### src/rtl/ct_idu_vreg_alloc_pkg.sv
// Shared types and helpers for the IR-stage free-vreg allocation buffer.
package ct_idu_vreg_alloc_pkg;

    localparam int PREG_W_DEF = 6;
    localparam int DEPTH_DEF  = 8;

    typedef logic [1:0]          lane_idx_t;
    typedef lane_idx_t [3:0]     lane_idx_vec_t;

    function automatic logic [2:0] popcount4(input logic [3:0] v);
        return {2'b00, v[0]} + {2'b00, v[1]} + {2'b00, v[2]} + {2'b00, v[3]};
    endfunction

endpackage

### src/rtl/ct_idu_ir_vreg_alloc_buf_if.sv
// RTU offer/ack handshake and IR rename request/grant bundle for the vreg allocation buffer.
interface ct_idu_ir_vreg_alloc_buf_if #(
    parameter int PREG_W = 6
);
    logic [PREG_W-1:0] rtu_idu_alloc_xreg0;
    logic [PREG_W-1:0] rtu_idu_alloc_xreg1;
    logic [PREG_W-1:0] rtu_idu_alloc_xreg2;
    logic [PREG_W-1:0] rtu_idu_alloc_xreg3;
    logic              rtu_idu_alloc_xreg0_vld;
    logic              rtu_idu_alloc_xreg1_vld;
    logic              rtu_idu_alloc_xreg2_vld;
    logic              rtu_idu_alloc_xreg3_vld;
    logic              idu_rtu_ir_xreg0_alloc_vld;
    logic              idu_rtu_ir_xreg1_alloc_vld;
    logic              idu_rtu_ir_xreg2_alloc_vld;
    logic              idu_rtu_ir_xreg3_alloc_vld;
    logic              idu_rtu_ir_xreg_alloc_gateclk_vld;
    logic              ir_inst0_dst_req;
    logic              ir_inst1_dst_req;
    logic              ir_inst2_dst_req;
    logic              ir_inst3_dst_req;
    logic [PREG_W-1:0] ir_inst0_dst_preg;
    logic [PREG_W-1:0] ir_inst1_dst_preg;
    logic [PREG_W-1:0] ir_inst2_dst_preg;
    logic [PREG_W-1:0] ir_inst3_dst_preg;
    logic              ir_inst0_dst_preg_vld;
    logic              ir_inst1_dst_preg_vld;
    logic              ir_inst2_dst_preg_vld;
    logic              ir_inst3_dst_preg_vld;
    logic              ir_vreg_alloc_stall;

    // Offer/request side (RTU and IR rename)
    modport master (
        output rtu_idu_alloc_xreg0, rtu_idu_alloc_xreg1, rtu_idu_alloc_xreg2, rtu_idu_alloc_xreg3,
        output rtu_idu_alloc_xreg0_vld, rtu_idu_alloc_xreg1_vld,
        output rtu_idu_alloc_xreg2_vld, rtu_idu_alloc_xreg3_vld,
        output ir_inst0_dst_req, ir_inst1_dst_req, ir_inst2_dst_req, ir_inst3_dst_req,
        input  idu_rtu_ir_xreg0_alloc_vld, idu_rtu_ir_xreg1_alloc_vld,
        input  idu_rtu_ir_xreg2_alloc_vld, idu_rtu_ir_xreg3_alloc_vld,
        input  idu_rtu_ir_xreg_alloc_gateclk_vld,
        input  ir_inst0_dst_preg, ir_inst1_dst_preg, ir_inst2_dst_preg, ir_inst3_dst_preg,
        input  ir_inst0_dst_preg_vld, ir_inst1_dst_preg_vld,
        input  ir_inst2_dst_preg_vld, ir_inst3_dst_preg_vld,
        input  ir_vreg_alloc_stall
    );

    // Buffer side
    modport slave (
        input  rtu_idu_alloc_xreg0, rtu_idu_alloc_xreg1, rtu_idu_alloc_xreg2, rtu_idu_alloc_xreg3,
        input  rtu_idu_alloc_xreg0_vld, rtu_idu_alloc_xreg1_vld,
        input  rtu_idu_alloc_xreg2_vld, rtu_idu_alloc_xreg3_vld,
        input  ir_inst0_dst_req, ir_inst1_dst_req, ir_inst2_dst_req, ir_inst3_dst_req,
        output idu_rtu_ir_xreg0_alloc_vld, idu_rtu_ir_xreg1_alloc_vld,
        output idu_rtu_ir_xreg2_alloc_vld, idu_rtu_ir_xreg3_alloc_vld,
        output idu_rtu_ir_xreg_alloc_gateclk_vld,
        output ir_inst0_dst_preg, ir_inst1_dst_preg, ir_inst2_dst_preg, ir_inst3_dst_preg,
        output ir_inst0_dst_preg_vld, ir_inst1_dst_preg_vld,
        output ir_inst2_dst_preg_vld, ir_inst3_dst_preg_vld,
        output ir_vreg_alloc_stall
    );

endinterface

### src/rtl/ct_idu_vreg_alloc_compact.sv
// 4-lane valid compaction: slot offset of each lane among valid lanes, plus valid count.
module ct_idu_vreg_alloc_compact
    import ct_idu_vreg_alloc_pkg::*;
(
    input  logic [3:0]    vld_i,
    output lane_idx_vec_t off_o,
    output logic [2:0]    cnt_o
);

    logic [2:0] acc;

    always_comb begin
        acc   = 3'd0;
        off_o = '0;
        for (int i = 0; i < 4; i++) begin
            off_o[i] = acc[1:0];
            acc      = acc + {2'b00, vld_i[i]};
        end
        cnt_o = acc;
    end

endmodule

### src/rtl/ct_idu_ir_vreg_alloc_buf.sv
// IR-stage free-vreg FIFO: takes RTU offers all-or-none, grants in-order groups to inst0..3.
// Optional same-cycle bypass on an empty buffer: define CT_IDU_VREG_ALLOC_BYPASS_EN.
module ct_idu_ir_vreg_alloc_buf
    import ct_idu_vreg_alloc_pkg::*;
#(
    parameter int DEPTH  = DEPTH_DEF,
    parameter int PREG_W = PREG_W_DEF,
    parameter int CNT_W  = 4
) (
    input  logic                             forever_cpuclk,
    input  logic                             cpurst,
    ct_idu_ir_vreg_alloc_buf_if.slave        bus,
    output logic [CNT_W-1:0]                 buf_cnt
);

    localparam int PTR_W = $clog2(DEPTH);

    logic [PREG_W-1:0] mem_q [DEPTH];
    logic [PTR_W-1:0]  wptr_q, wptr_d;
    logic [PTR_W-1:0]  rptr_q, rptr_d;
    logic [CNT_W-1:0]  cnt_q, cnt_d;

    logic [PREG_W-1:0] offer   [4];
    logic [PREG_W-1:0] dst     [4];
    logic [3:0]        vld, req, ack, pvld;
    lane_idx_vec_t     off;
    logic [2:0]        offer_cnt, req_cnt, byp_cnt, push_cnt, pop_cnt;
    logic              room_ok, accept, grant_fifo, byp, stall;

    assign offer[0] = bus.rtu_idu_alloc_xreg0;
    assign offer[1] = bus.rtu_idu_alloc_xreg1;
    assign offer[2] = bus.rtu_idu_alloc_xreg2;
    assign offer[3] = bus.rtu_idu_alloc_xreg3;
    assign vld = {bus.rtu_idu_alloc_xreg3_vld, bus.rtu_idu_alloc_xreg2_vld,
                  bus.rtu_idu_alloc_xreg1_vld, bus.rtu_idu_alloc_xreg0_vld};
    assign req = {bus.ir_inst3_dst_req, bus.ir_inst2_dst_req,
                  bus.ir_inst1_dst_req, bus.ir_inst0_dst_req};

    ct_idu_vreg_alloc_compact u_compact (
        .vld_i (vld),
        .off_o (off),
        .cnt_o (offer_cnt)
    );

    assign req_cnt = popcount4(req);

    // Room is judged on the registered count only; a same-cycle pop never makes room.
    assign room_ok    = (int'(DEPTH) - int'(cnt_q)) >= 4;
    assign accept     = !cpurst && room_ok;
    assign grant_fifo = !cpurst && (req_cnt != 3'd0) && (CNT_W'(req_cnt) <= cnt_q);

`ifdef CT_IDU_VREG_ALLOC_BYPASS_EN
    assign byp = accept && (cnt_q == '0) && (req_cnt != 3'd0) && (offer_cnt >= req_cnt);
`else
    assign byp = 1'b0;
`endif

    assign ack      = accept ? vld : 4'b0000;
    assign byp_cnt  = byp ? req_cnt : 3'd0;
    assign push_cnt = accept ? (offer_cnt - byp_cnt) : 3'd0;
    assign pop_cnt  = grant_fifo ? req_cnt : 3'd0;
    assign pvld     = (grant_fifo || byp) ? req : 4'b0000;
    assign stall    = (req_cnt != 3'd0) && !grant_fifo && !byp;

    always_comb begin
        for (int k = 0; k < 4; k++) begin
            dst[k] = mem_q[rptr_q + PTR_W'(k)];
`ifdef CT_IDU_VREG_ALLOC_BYPASS_EN
            if (byp) begin
                for (int i = 0; i < 4; i++) begin
                    if (vld[i] && (off[i] == 2'(k))) dst[k] = offer[i];
                end
            end
`endif
        end
    end

    assign wptr_d = wptr_q + PTR_W'(push_cnt);
    assign rptr_d = rptr_q + PTR_W'(pop_cnt);
    assign cnt_d  = cnt_q + CNT_W'(push_cnt) - CNT_W'(pop_cnt);

    always_ff @(posedge forever_cpuclk) begin
        if (cpurst) begin
            wptr_q <= '0;
            rptr_q <= '0;
            cnt_q  <= '0;
        end else begin
            wptr_q <= wptr_d;
            rptr_q <= rptr_d;
            cnt_q  <= cnt_d;
        end
    end

    // Entries are data only; bypassed lanes occupy the lowest compacted slots and are skipped.
    always_ff @(posedge forever_cpuclk) begin
        for (int i = 0; i < 4; i++) begin
            if (ack[i] && ({1'b0, off[i]} >= byp_cnt)) begin
                mem_q[wptr_q + PTR_W'(off[i]) - PTR_W'(byp_cnt)] <= offer[i];
            end
        end
    end

    assign bus.idu_rtu_ir_xreg0_alloc_vld        = ack[0];
    assign bus.idu_rtu_ir_xreg1_alloc_vld        = ack[1];
    assign bus.idu_rtu_ir_xreg2_alloc_vld        = ack[2];
    assign bus.idu_rtu_ir_xreg3_alloc_vld        = ack[3];
    assign bus.idu_rtu_ir_xreg_alloc_gateclk_vld = |ack;
    assign bus.ir_inst0_dst_preg                 = dst[0];
    assign bus.ir_inst1_dst_preg                 = dst[1];
    assign bus.ir_inst2_dst_preg                 = dst[2];
    assign bus.ir_inst3_dst_preg                 = dst[3];
    assign bus.ir_inst0_dst_preg_vld             = pvld[0];
    assign bus.ir_inst1_dst_preg_vld             = pvld[1];
    assign bus.ir_inst2_dst_preg_vld             = pvld[2];
    assign bus.ir_inst3_dst_preg_vld             = pvld[3];
    assign bus.ir_vreg_alloc_stall               = stall;
    assign buf_cnt                               = cnt_q;

    always_ff @(posedge forever_cpuclk) begin
        if (!cpurst) begin
            assert (cnt_q <= CNT_W'(DEPTH));
            assert (req inside {4'b0000, 4'b0001, 4'b0011, 4'b0111, 4'b1111});
            assert ((ack & ~vld) == 4'b0000);
        end
    end

endmodule

### src/flat_wrapper.sv
// flat-port wrapper written by rule: the top's interface ports become plain ports
module ct_idu_ir_vreg_alloc_buf_flat import ct_idu_vreg_alloc_pkg::*;
#(
    parameter int DEPTH  = DEPTH_DEF,
    parameter int PREG_W = PREG_W_DEF,
    parameter int CNT_W  = 4
)
  (forever_cpuclk, cpurst, buf_cnt, bus_rtu_idu_alloc_xreg0, bus_rtu_idu_alloc_xreg1, bus_rtu_idu_alloc_xreg2, bus_rtu_idu_alloc_xreg3, bus_rtu_idu_alloc_xreg0_vld, bus_rtu_idu_alloc_xreg1_vld, bus_rtu_idu_alloc_xreg2_vld, bus_rtu_idu_alloc_xreg3_vld, bus_ir_inst0_dst_req, bus_ir_inst1_dst_req, bus_ir_inst2_dst_req, bus_ir_inst3_dst_req, bus_idu_rtu_ir_xreg0_alloc_vld, bus_idu_rtu_ir_xreg1_alloc_vld, bus_idu_rtu_ir_xreg2_alloc_vld, bus_idu_rtu_ir_xreg3_alloc_vld, bus_idu_rtu_ir_xreg_alloc_gateclk_vld, bus_ir_inst0_dst_preg, bus_ir_inst1_dst_preg, bus_ir_inst2_dst_preg, bus_ir_inst3_dst_preg, bus_ir_inst0_dst_preg_vld, bus_ir_inst1_dst_preg_vld, bus_ir_inst2_dst_preg_vld, bus_ir_inst3_dst_preg_vld, bus_ir_vreg_alloc_stall);
  ct_idu_ir_vreg_alloc_buf_if #(.PREG_W(PREG_W)) bus_i ();
  input  logic forever_cpuclk;
  input  logic cpurst;
  output logic [CNT_W-1:0] buf_cnt;
  input wire logic [$bits(bus_i.rtu_idu_alloc_xreg0)-1:0] bus_rtu_idu_alloc_xreg0;
  input wire logic [$bits(bus_i.rtu_idu_alloc_xreg1)-1:0] bus_rtu_idu_alloc_xreg1;
  input wire logic [$bits(bus_i.rtu_idu_alloc_xreg2)-1:0] bus_rtu_idu_alloc_xreg2;
  input wire logic [$bits(bus_i.rtu_idu_alloc_xreg3)-1:0] bus_rtu_idu_alloc_xreg3;
  input wire logic [$bits(bus_i.rtu_idu_alloc_xreg0_vld)-1:0] bus_rtu_idu_alloc_xreg0_vld;
  input wire logic [$bits(bus_i.rtu_idu_alloc_xreg1_vld)-1:0] bus_rtu_idu_alloc_xreg1_vld;
  input wire logic [$bits(bus_i.rtu_idu_alloc_xreg2_vld)-1:0] bus_rtu_idu_alloc_xreg2_vld;
  input wire logic [$bits(bus_i.rtu_idu_alloc_xreg3_vld)-1:0] bus_rtu_idu_alloc_xreg3_vld;
  input wire logic [$bits(bus_i.ir_inst0_dst_req)-1:0] bus_ir_inst0_dst_req;
  input wire logic [$bits(bus_i.ir_inst1_dst_req)-1:0] bus_ir_inst1_dst_req;
  input wire logic [$bits(bus_i.ir_inst2_dst_req)-1:0] bus_ir_inst2_dst_req;
  input wire logic [$bits(bus_i.ir_inst3_dst_req)-1:0] bus_ir_inst3_dst_req;
  output wire logic [$bits(bus_i.idu_rtu_ir_xreg0_alloc_vld)-1:0] bus_idu_rtu_ir_xreg0_alloc_vld;
  output wire logic [$bits(bus_i.idu_rtu_ir_xreg1_alloc_vld)-1:0] bus_idu_rtu_ir_xreg1_alloc_vld;
  output wire logic [$bits(bus_i.idu_rtu_ir_xreg2_alloc_vld)-1:0] bus_idu_rtu_ir_xreg2_alloc_vld;
  output wire logic [$bits(bus_i.idu_rtu_ir_xreg3_alloc_vld)-1:0] bus_idu_rtu_ir_xreg3_alloc_vld;
  output wire logic [$bits(bus_i.idu_rtu_ir_xreg_alloc_gateclk_vld)-1:0] bus_idu_rtu_ir_xreg_alloc_gateclk_vld;
  output wire logic [$bits(bus_i.ir_inst0_dst_preg)-1:0] bus_ir_inst0_dst_preg;
  output wire logic [$bits(bus_i.ir_inst1_dst_preg)-1:0] bus_ir_inst1_dst_preg;
  output wire logic [$bits(bus_i.ir_inst2_dst_preg)-1:0] bus_ir_inst2_dst_preg;
  output wire logic [$bits(bus_i.ir_inst3_dst_preg)-1:0] bus_ir_inst3_dst_preg;
  output wire logic [$bits(bus_i.ir_inst0_dst_preg_vld)-1:0] bus_ir_inst0_dst_preg_vld;
  output wire logic [$bits(bus_i.ir_inst1_dst_preg_vld)-1:0] bus_ir_inst1_dst_preg_vld;
  output wire logic [$bits(bus_i.ir_inst2_dst_preg_vld)-1:0] bus_ir_inst2_dst_preg_vld;
  output wire logic [$bits(bus_i.ir_inst3_dst_preg_vld)-1:0] bus_ir_inst3_dst_preg_vld;
  output wire logic [$bits(bus_i.ir_vreg_alloc_stall)-1:0] bus_ir_vreg_alloc_stall;
  assign bus_i.rtu_idu_alloc_xreg0 = bus_rtu_idu_alloc_xreg0;
  assign bus_i.rtu_idu_alloc_xreg1 = bus_rtu_idu_alloc_xreg1;
  assign bus_i.rtu_idu_alloc_xreg2 = bus_rtu_idu_alloc_xreg2;
  assign bus_i.rtu_idu_alloc_xreg3 = bus_rtu_idu_alloc_xreg3;
  assign bus_i.rtu_idu_alloc_xreg0_vld = bus_rtu_idu_alloc_xreg0_vld;
  assign bus_i.rtu_idu_alloc_xreg1_vld = bus_rtu_idu_alloc_xreg1_vld;
  assign bus_i.rtu_idu_alloc_xreg2_vld = bus_rtu_idu_alloc_xreg2_vld;
  assign bus_i.rtu_idu_alloc_xreg3_vld = bus_rtu_idu_alloc_xreg3_vld;
  assign bus_i.ir_inst0_dst_req = bus_ir_inst0_dst_req;
  assign bus_i.ir_inst1_dst_req = bus_ir_inst1_dst_req;
  assign bus_i.ir_inst2_dst_req = bus_ir_inst2_dst_req;
  assign bus_i.ir_inst3_dst_req = bus_ir_inst3_dst_req;
  assign bus_idu_rtu_ir_xreg0_alloc_vld = bus_i.idu_rtu_ir_xreg0_alloc_vld;
  assign bus_idu_rtu_ir_xreg1_alloc_vld = bus_i.idu_rtu_ir_xreg1_alloc_vld;
  assign bus_idu_rtu_ir_xreg2_alloc_vld = bus_i.idu_rtu_ir_xreg2_alloc_vld;
  assign bus_idu_rtu_ir_xreg3_alloc_vld = bus_i.idu_rtu_ir_xreg3_alloc_vld;
  assign bus_idu_rtu_ir_xreg_alloc_gateclk_vld = bus_i.idu_rtu_ir_xreg_alloc_gateclk_vld;
  assign bus_ir_inst0_dst_preg = bus_i.ir_inst0_dst_preg;
  assign bus_ir_inst1_dst_preg = bus_i.ir_inst1_dst_preg;
  assign bus_ir_inst2_dst_preg = bus_i.ir_inst2_dst_preg;
  assign bus_ir_inst3_dst_preg = bus_i.ir_inst3_dst_preg;
  assign bus_ir_inst0_dst_preg_vld = bus_i.ir_inst0_dst_preg_vld;
  assign bus_ir_inst1_dst_preg_vld = bus_i.ir_inst1_dst_preg_vld;
  assign bus_ir_inst2_dst_preg_vld = bus_i.ir_inst2_dst_preg_vld;
  assign bus_ir_inst3_dst_preg_vld = bus_i.ir_inst3_dst_preg_vld;
  assign bus_ir_vreg_alloc_stall = bus_i.ir_vreg_alloc_stall;
  ct_idu_ir_vreg_alloc_buf #(.DEPTH(DEPTH), .PREG_W(PREG_W), .CNT_W(CNT_W)) u_core (.forever_cpuclk(forever_cpuclk), .cpurst(cpurst), .bus(bus_i), .buf_cnt(buf_cnt));
endmodule
### config.mk
export PLATFORM = sky130hd
export DESIGN_NAME = ct_idu_ir_vreg_alloc_buf_flat
export DESIGN_NICKNAME = d
export VERILOG_FILES = /design/src/rtl/ct_idu_vreg_alloc_pkg.sv /design/src/rtl/ct_idu_ir_vreg_alloc_buf_if.sv /design/src/rtl/ct_idu_vreg_alloc_compact.sv /design/src/rtl/ct_idu_ir_vreg_alloc_buf.sv /design/src/flat_wrapper.sv
export SDC_FILE = /design/constraint.sdc
export NUM_CORES = 1
export LEC_CHECK = 0
export ABC_AREA = 1
export CORE_UTILIZATION = 35
export CTS_CLUSTER_DIAMETER = 120
export DETAILED_ROUTE_END_ITERATION = 10
export HOLD_SLACK_MARGIN = 0.03
export PLACE_DENSITY = 0.6
export SLEW_MARGIN = 30
export SYNTH_ARGS = -nofsm -noshare
export SYNTH_HDL_FRONTEND = slang
export SYNTH_SLANG_ARGS = --single-unit
### constraint.sdc
create_clock -name forever_cpuclk -period 5.08 [get_ports forever_cpuclk]
set_input_delay 1.016 -clock forever_cpuclk [delete_from_list [all_inputs] [get_ports forever_cpuclk]]
set_output_delay 1.016 -clock forever_cpuclk [all_outputs]
set_load 0.005 [all_outputs]
==> results of run 1 <==
-- metrics by stage --
stage / setup WS, ns / utilization / cell area (um2)
finish: 0.238 / 0.431 / 7140
global route: 0.00143 / 0.431 / 7140
CTS: 0.0752 / 0.430 / 7130
detailed placement: 0.0833 / 0.411 / 6810
global placement: 0.150 / 0.411 / 6810
floorplan: 0.914 / - / 5950
-- synthesized netlist by cell type, drive strengths merged --
cell and count:
clkbuf 11, inv 92, mux2i 24, xor2 4
buf 23, edfxtp 48, xnor2 2, fa 10
nand2 329, a21oi 80, nand3 110, o21bai 1
ha 20, nand4 35, o21ai 17, nor3 2
nor2 79, dfxtp 10, a21boi 1
-- layout make-up --
| type | instances | area, um2 |
|---|---|---|
| inverters | 92 | 348 |
| clock inverters | 7 | 93.8 |
| flip-flops and latches | 58 | 1640 |
| multi-input cells | 714 | 3800 |
| clock buffers | 9 | 225 |
| well taps | 220 | 275 |
| repair buffers | 77 | 756 |
| fillers | 1743 | 9440 |
-- worst max-delay path: cells and delay by family --
family / cells / cell delay (ns)
adder cells (fa/ha/maj): 4 / 1.19
buffers and inverters: 5 / 1.11
AND/OR/NAND/NOR: 5 / 0.41
AO/OA/AOI/OAI: 1 / 0.10
-- placed cells by master (no fill, tap or decap), types with 2 or more instances in the layout --
cell             count
inv_1               80
xnor2_1              2
clkdlybuf4s50_1     71
ha_1                20
inv_2               11
nand2_1            323
nand2_2              2
o21ai_1              2
mux2i_1             24
nand3_1            106
o21ai_0             14
bufinv_16            2
xor2_1               4
clkinv_2             2
nor2_2               7
a21oi_1             80
edfxtp_1            48
nor2_4              14
fa_1                10
nand3_4              4
nor2_1              57
clkbuf_16            9
clkinvlp_4           2
nand2_4              4
dfxtp_1              9
nand4_1             35
buf_4                6
-- registers in the layout, summed over array words and instances, names as in the netlist --
register	cells
u_core.buf_cnt	4
u_core.mem_q	48
u_core.rptr_q	3
u_core.wptr_q	3
-- how the worst max path moves through the flow --
| stage | startpoint | end | slack, ns | cells after the start |
|---|---|---|---|---|
| final | bus_ir_inst1_dst_req | bus_ir_inst2_dst_preg_vld | 0.24 | 15 |
| after floorplan | bus_ir_inst1_dst_req | u_core.buf_cnt[2] | 0.91 | 17 |
| after detailed placement | bus_ir_inst1_dst_req | bus_ir_inst2_dst_preg_vld | 0.08 | 15 |
| after CTS | bus_ir_inst1_dst_req | bus_ir_inst2_dst_preg_vld | 0.08 | 15 |
| after global placement | bus_ir_inst1_dst_req | bus_ir_inst1_dst_preg_vld | 0.15 | 15 |
| after global routing | bus_ir_inst1_dst_req | bus_ir_inst2_dst_preg_vld | 0.001 | 15 |
-- cell families (layout without fill, tap and decap cells) --
kind of cell             count (synthesis)  after routing  synth area share
XOR/XNOR                                 6              6           0.00883
flip-flops                              58             58             0.276
AND/OR/NAND/NOR                        555            555             0.425
multiplexers                            24             24            0.0404
buffers and inverters                  126            185            0.0879
AO/OA/AOI/OAI                           99             99            0.0860
adder cells (fa/ha/maj)                 30             30            0.0757
-- power groups by stage --
stage / registers (uW) / clock network (uW) / logic, uW
final: 730 / 633 / 1840
after global routing: 744 / 663 / 2050
after CTS: 731 / 641 / 1820
after detailed placement: 739 / 0 / 1820
after global placement: 739 / 0 / 1800
after floorplan: 700 / 0 / 1140
-- what timing repair did --
| item | CTS | global route |
|---|---|---|
| resized for setup | 0 | 4 |
| buffers inserted | 0 | 0 |
| endpoints found under the setup margin | 0 | 4 |
-- routing by layer --
metal / vias up / wire length, um / GRT usage
met5: - / 0 / 0
met4: 0 / 744 / 0.102
li1: 3074 / - / -
met1: 2731 / 9410 / 0.333
met2: 225 / 7880 / 0.318
met3: 40 / 1020 / 0.0173
==> flow_metrics.env, run 1 <==
export IMPL_status="complete, no violations"
export IMPL_path_clk_slew_ns=0.05
export IMPL_p_leak_uw=0.00310
export IMPL_grt_pass1_vias=5317
export IMPL_p_comb_frac=0.575
export IMPL_p_seq_frac=0.228
export IMPL_path_max_fanout=6
export IMPL_dp_hpwl_um=15400
export IMPL_holdWs_ns=0.745
export IMPL_clock_sinks=58
export IMPL_critPathKind="input pin to output port"
export IMPL_hold_buffers=0
export IMPL_ys_seq_elements=58
export IMPL_drt_initial_drc_count=610
export IMPL_grt_pass1_wl_um=30000
export IMPL_sw_frac_of_total=0.430
export IMPL_r2r_start="u_core.wptr_q[1]"
export IMPL_ir_drop_uv=231
export IMPL_min_path_type="register to register"
export IMPL_clk_path_buf_depth=2
export IMPL_grt_max_degree=51
export IMPL_drt_pass1_iterations=5
export IMPL_avgSynthCellArea_um2=6.63
export IMPL_hold_start="u_core.buf_cnt[3]"
export IMPL_cts_tree="built"
export IMPL_finClkSkew_ns=0.00500
export IMPL_path_cells="clkdlybuf4s50_1 > ha_1 > inv_1 > fa_1 > inv_1 > ha_1 > ha_1 > inv_1 > nor2_1 > o21ai_1 > nand2_1 > nand2_2 > nand3_4 > nor2_1 > clkdlybuf4s50_1"
export IMPL_r2r_slack_ns=2.11
export IMPL_initial_core_util=0.359
export IMPL_synth_area_mm2=0.00595
export IMPL_rows=47
export IMPL_power_frac_clock=0.197
export IMPL_wl_per_cell_um=16.2
export IMPL_clockRootBuffer="clkbuf_16"
export IMPL_cellInternalPower_uw=1830
export IMPL_drc_errors=0
export IMPL_syn_inst=898
export IMPL_syn_to_final_growth_pct=20.0
export IMPL_synth_area_leaders="edfxtp_1 24%, nand2_1 20%, nand3_1 9.0%"
export IMPL_dr_total_vias=6070
export IMPL_power_density_mw_per_mm2=449
export IMPL_yosysSeqAreaShare=0.276
export IMPL_hold_violations=0
export IMPL_synth_nets=962
export IMPL_finalCriticalPeriod_ns=4.84
export IMPL_ys_warn_count=0
export IMPL_min_to="u_core.buf_cnt[3]"
export IMPL_ys_types=34
export IMPL_rsz0062_at_grt="no"
export IMPL_drive_above_1_share=0.0721
export IMPL_cts_buffers=9
export IMPL_antenna_found_initial=0
export IMPL_max_stage_delay_ns=0.50
export IMPL_min_path_cells=2
export IMPL_coreArea_mm2=0.0166
export IMPL_postRouteAntennaNets=0
export IMPL_power_total_uw=3210
export IMPL_ios=72
export IMPL_instances_no_fill=1177
export IMPL_avgViaCountPerCell=5.16
export IMPL_max_cap_viol_count=0
export IMPL_worstReg2RegEnd="u_core.mem_q[2][5]"
export IMPL_arrival_ns=3.83
export IMPL_end_kind="output port"
export IMPL_power_switching_uw=1380
export IMPL_post_route_period_util=0.953
export IMPL_grt_usage=0.221
export IMPL_drt_wl_total_um=19000
export IMPL_die_x_um=132
export IMPL_setup_violations=0
export IMPL_slew_violations=0
export IMPL_num_antenna_cells=0
export IMPL_clkLatencyLatePin_ns=0.32
export IMPL_synth_top_cell_by_area="edfxtp_1"
export IMPL_numPortBuffers=71
export IMPL_critPathSlowestCell="clkdlybuf4s50_1"
export IMPL_die_y_um=132
export IMPL_startpoint_type="input pin"
export IMPL_worst_r2r_path_depth=9
export IMPL_die_area_mm2=0.0175
export IMPL_grt_ovfl_total=0
export IMPL_worstPathRequired_ns=4.06
export IMPL_synth_top_area_frac=0.242
export IMPL_ctsHtreeMaxLevel=3
export IMPL_nNetsFinal=1016
export IMPL_fmax_mhz=207
export IMPL_worst_slew_pin_slew_ns=0.959
export IMPL_tns_ns=0
export IMPL_place_inst=1161
export IMPL_relSlewSlack=0.354
export IMPL_gp_congestion=0.945
Note: power is estimated with default switching activity, not from simulation.
==> inputs of run 2 (changes only) <==
--- a/config.mk
+++ b/config.mk
@@ -11,6 +11,7 @@
 export DETAILED_ROUTE_END_ITERATION = 10
 export HOLD_SLACK_MARGIN = 0.03
 export PLACE_DENSITY = 0.6
+export SETUP_SLACK_MARGIN = 0.5
 export SLEW_MARGIN = 30
 export SYNTH_ARGS = -nofsm -noshare
 export SYNTH_HDL_FRONTEND = slang
==> run 2 against run 1 <==
  * Clock power about the same
  * Fmax grew 9.7%
  * Global-route usage barely moved
  * Power is 0.65% higher
  * Critical path depth unchanged
  * Non-clock buffer count is 2 higher
  * Cell area up 0.68%
  * Sequential power hardly changed
  * Final cell count up 0.17%
  * Worst hold slack about the same
  * Critical path type unchanged
  * Critical endpoint is now bus_ir_inst3_dst_preg_vld
  * Largest cell class unchanged
  * Highest routed layer unchanged
==> flow_metrics.env, run 2 (synthesized netlist as in run 1, its figures left out) <==
export IMPL_initial_core_util=0.359
export IMPL_ctsHtreeMaxLevel=3
export IMPL_ir_drop_uv=232
export IMPL_final_cell_mix="323 x nand2_1, 105 x nand3_1, 80 x a21oi_1"
export IMPL_tns_ns=0
export IMPL_drive_above_1_share=0.0824
export IMPL_power_total_uw=3230
export IMPL_fillers=1740
export IMPL_grt_max_degree=51
export IMPL_grt_pass1_vias=5352
export IMPL_grt_ovfl_total=0
export IMPL_rows=47
export IMPL_startpoint_type="input pin"
export IMPL_cts_buffers=9
export IMPL_finClkSkew_ns=0.00494
export IMPL_finish_utilization=0.434
export IMPL_fmax_mhz=227
export IMPL_rsz0062_at_grt="no"
export IMPL_arrival_ns=3.40
export IMPL_drt_wl_total_um=19200
export IMPL_dr_total_vias=6126
export IMPL_slew_violations=0
export IMPL_p_leak_uw=0.00313
export IMPL_cts_tree="built"
export IMPL_path_max_fanout=5
export IMPL_clockRootBuffer="clkbuf_16"
export IMPL_coreArea_mm2=0.0166
export IMPL_end_kind="output port"
export IMPL_die_x_um=132
export IMPL_layout_commonest_cell="nand2_1"
export IMPL_dp_hpwl_um=15400
export IMPL_syn_to_final_growth_pct=20.8
export IMPL_wl_per_cell_um=16.3
export IMPL_nNetsFinal=1018
export IMPL_die_y_um=132
export IMPL_worst_slew_pin_slew_ns=0.937
export IMPL_antenna_found_initial=0
export IMPL_largest_reg_flops=48
export IMPL_relSlewSlack=0.369
export IMPL_max_stage_delay_ns=0.42
export IMPL_clock_sinks=58
export IMPL_grt_usage=0.222
export IMPL_place_area_mm2=0.00681
export IMPL_clk_path_buf_depth=2
export IMPL_seqCellArea_mm2=0.00164
export IMPL_place_ws_ns=0.0833
export IMPL_min_path_type="register to register"
export IMPL_avgViaCountPerCell=5.20
export IMPL_hold_violations=0
export IMPL_multi_input_area_mm2=0.00384
export IMPL_hold_buffers=0
export IMPL_max_cap_viol_count=0
export IMPL_worstPathRequired_ns=4.06
export IMPL_critPathSlowestCell="clkdlybuf4s50_1"
export IMPL_design_area_mm2=0.00719
export IMPL_drt_initial_drc_count=549
export IMPL_power_density_mw_per_mm2=449
export IMPL_post_route_period_util=0.869
export IMPL_path_clk_slew_ns=0.05
export IMPL_path_cells="clkdlybuf4s50_1 > ha_1 > inv_1 > fa_2 > inv_2 > ha_4 > ha_4 > inv_2 > nor2_1 > o21ai_1 > nand2_1 > nand2_2 > nand3_4 > nor2_1 > dlygate4sd2_1"
export IMPL_finalCriticalPeriod_ns=4.41
export IMPL_num_antenna_cells=0
export IMPL_status="complete, no violations"
export IMPL_grt_pass1_wl_um=30100
export IMPL_postRouteAntennaNets=0
export IMPL_drc_errors=0
export IMPL_ios=72
export IMPL_die_area_mm2=0.0175
export IMPL_setup_slack_ns=0.667
export IMPL_drt_pass1_iterations=5
export IMPL_critPathKind="input pin to output port"
export IMPL_gp_congestion=0.945
export IMPL_numPortBuffers=71
export IMPL_setup_violations=0
export IMPL_clkLatencyLatePin_ns=0.32
==> run 2: cell count changes in the layout (fill, tap and decap cells not counted), sizes merged <==
cell,change
dlymetal6s2s,+1
clkdlybuf4s50,-6
buf,+2
dlygate4sd2,+5
==> run 2: critical path: cells and delay by family <==
family	cells	cell delay, ns
buffers and inverters	5	0.83
adders and majority gates	4	1.05
AOI/OAI and AO/OA	1	0.10
and+or+nand+nor	5	0.40
==> run 2: final cells by class <==
class / instances / share of cell area
timing repair buffer: 79 / 0.107
tap: 220 / 0.0383
multi-input combinational: 714 / 0.534
inverter: 92 / 0.0484
clock inverter: 7 / 0.0131
sequential: 58 / 0.228
clock buffer: 9 / 0.0313
==> run 2: routing by layer <==
| layer | track usage | vias up | wire length [um] |
|---|---|---|---|
| met3 | 0.0173 | 38 | 1140 |
| li1 | - | 3075 | - |
| met4 | 0.102 | 0 | 737 |
| met2 | 0.319 | 250 | 7980 |
| met5 | 0 | - | 0 |
| met1 | 0.334 | 2763 | 9340 |
==> run 2: report_power, final <==
group	internal [uW]	switching, uW	total (uW)
logic	769	1090	1860
registers	640	90.6	730
clock network	427	206	633
==> run 2: what timing repair did <==
item                                    CTS  global route
pin swaps                                 3             3
endpoints found under the setup margin    5             8
buffers inserted                          2             0
gates resized for setup                  10             8
==> run 2: path summary, 6_finish.rpt <==
path,startpoint,to,slack (ns),cells past startpoint
max reg2reg,u_core.wptr_q[1],u_core.mem_q[2][5],2.12,9
max,bus_ir_inst0_dst_req,bus_ir_inst3_dst_preg_vld,0.67,15
min reg2reg,u_core.buf_cnt[3],u_core.buf_cnt[3],0.74,2
min,u_core.buf_cnt[3],u_core.buf_cnt[3],0.74,2
==> run 2: metrics by stage <==
| stage | std cells | hold slack, ns |
|---|---|---|
| global route | 1179 | 0.777 |
| global placement | 1161 | 0.745 |
| detailed placement | 1161 | 0.748 |
| finish | 1179 | 0.745 |
| CTS | 1179 | 0.757 |
| floorplan | 898 | 0.581 |
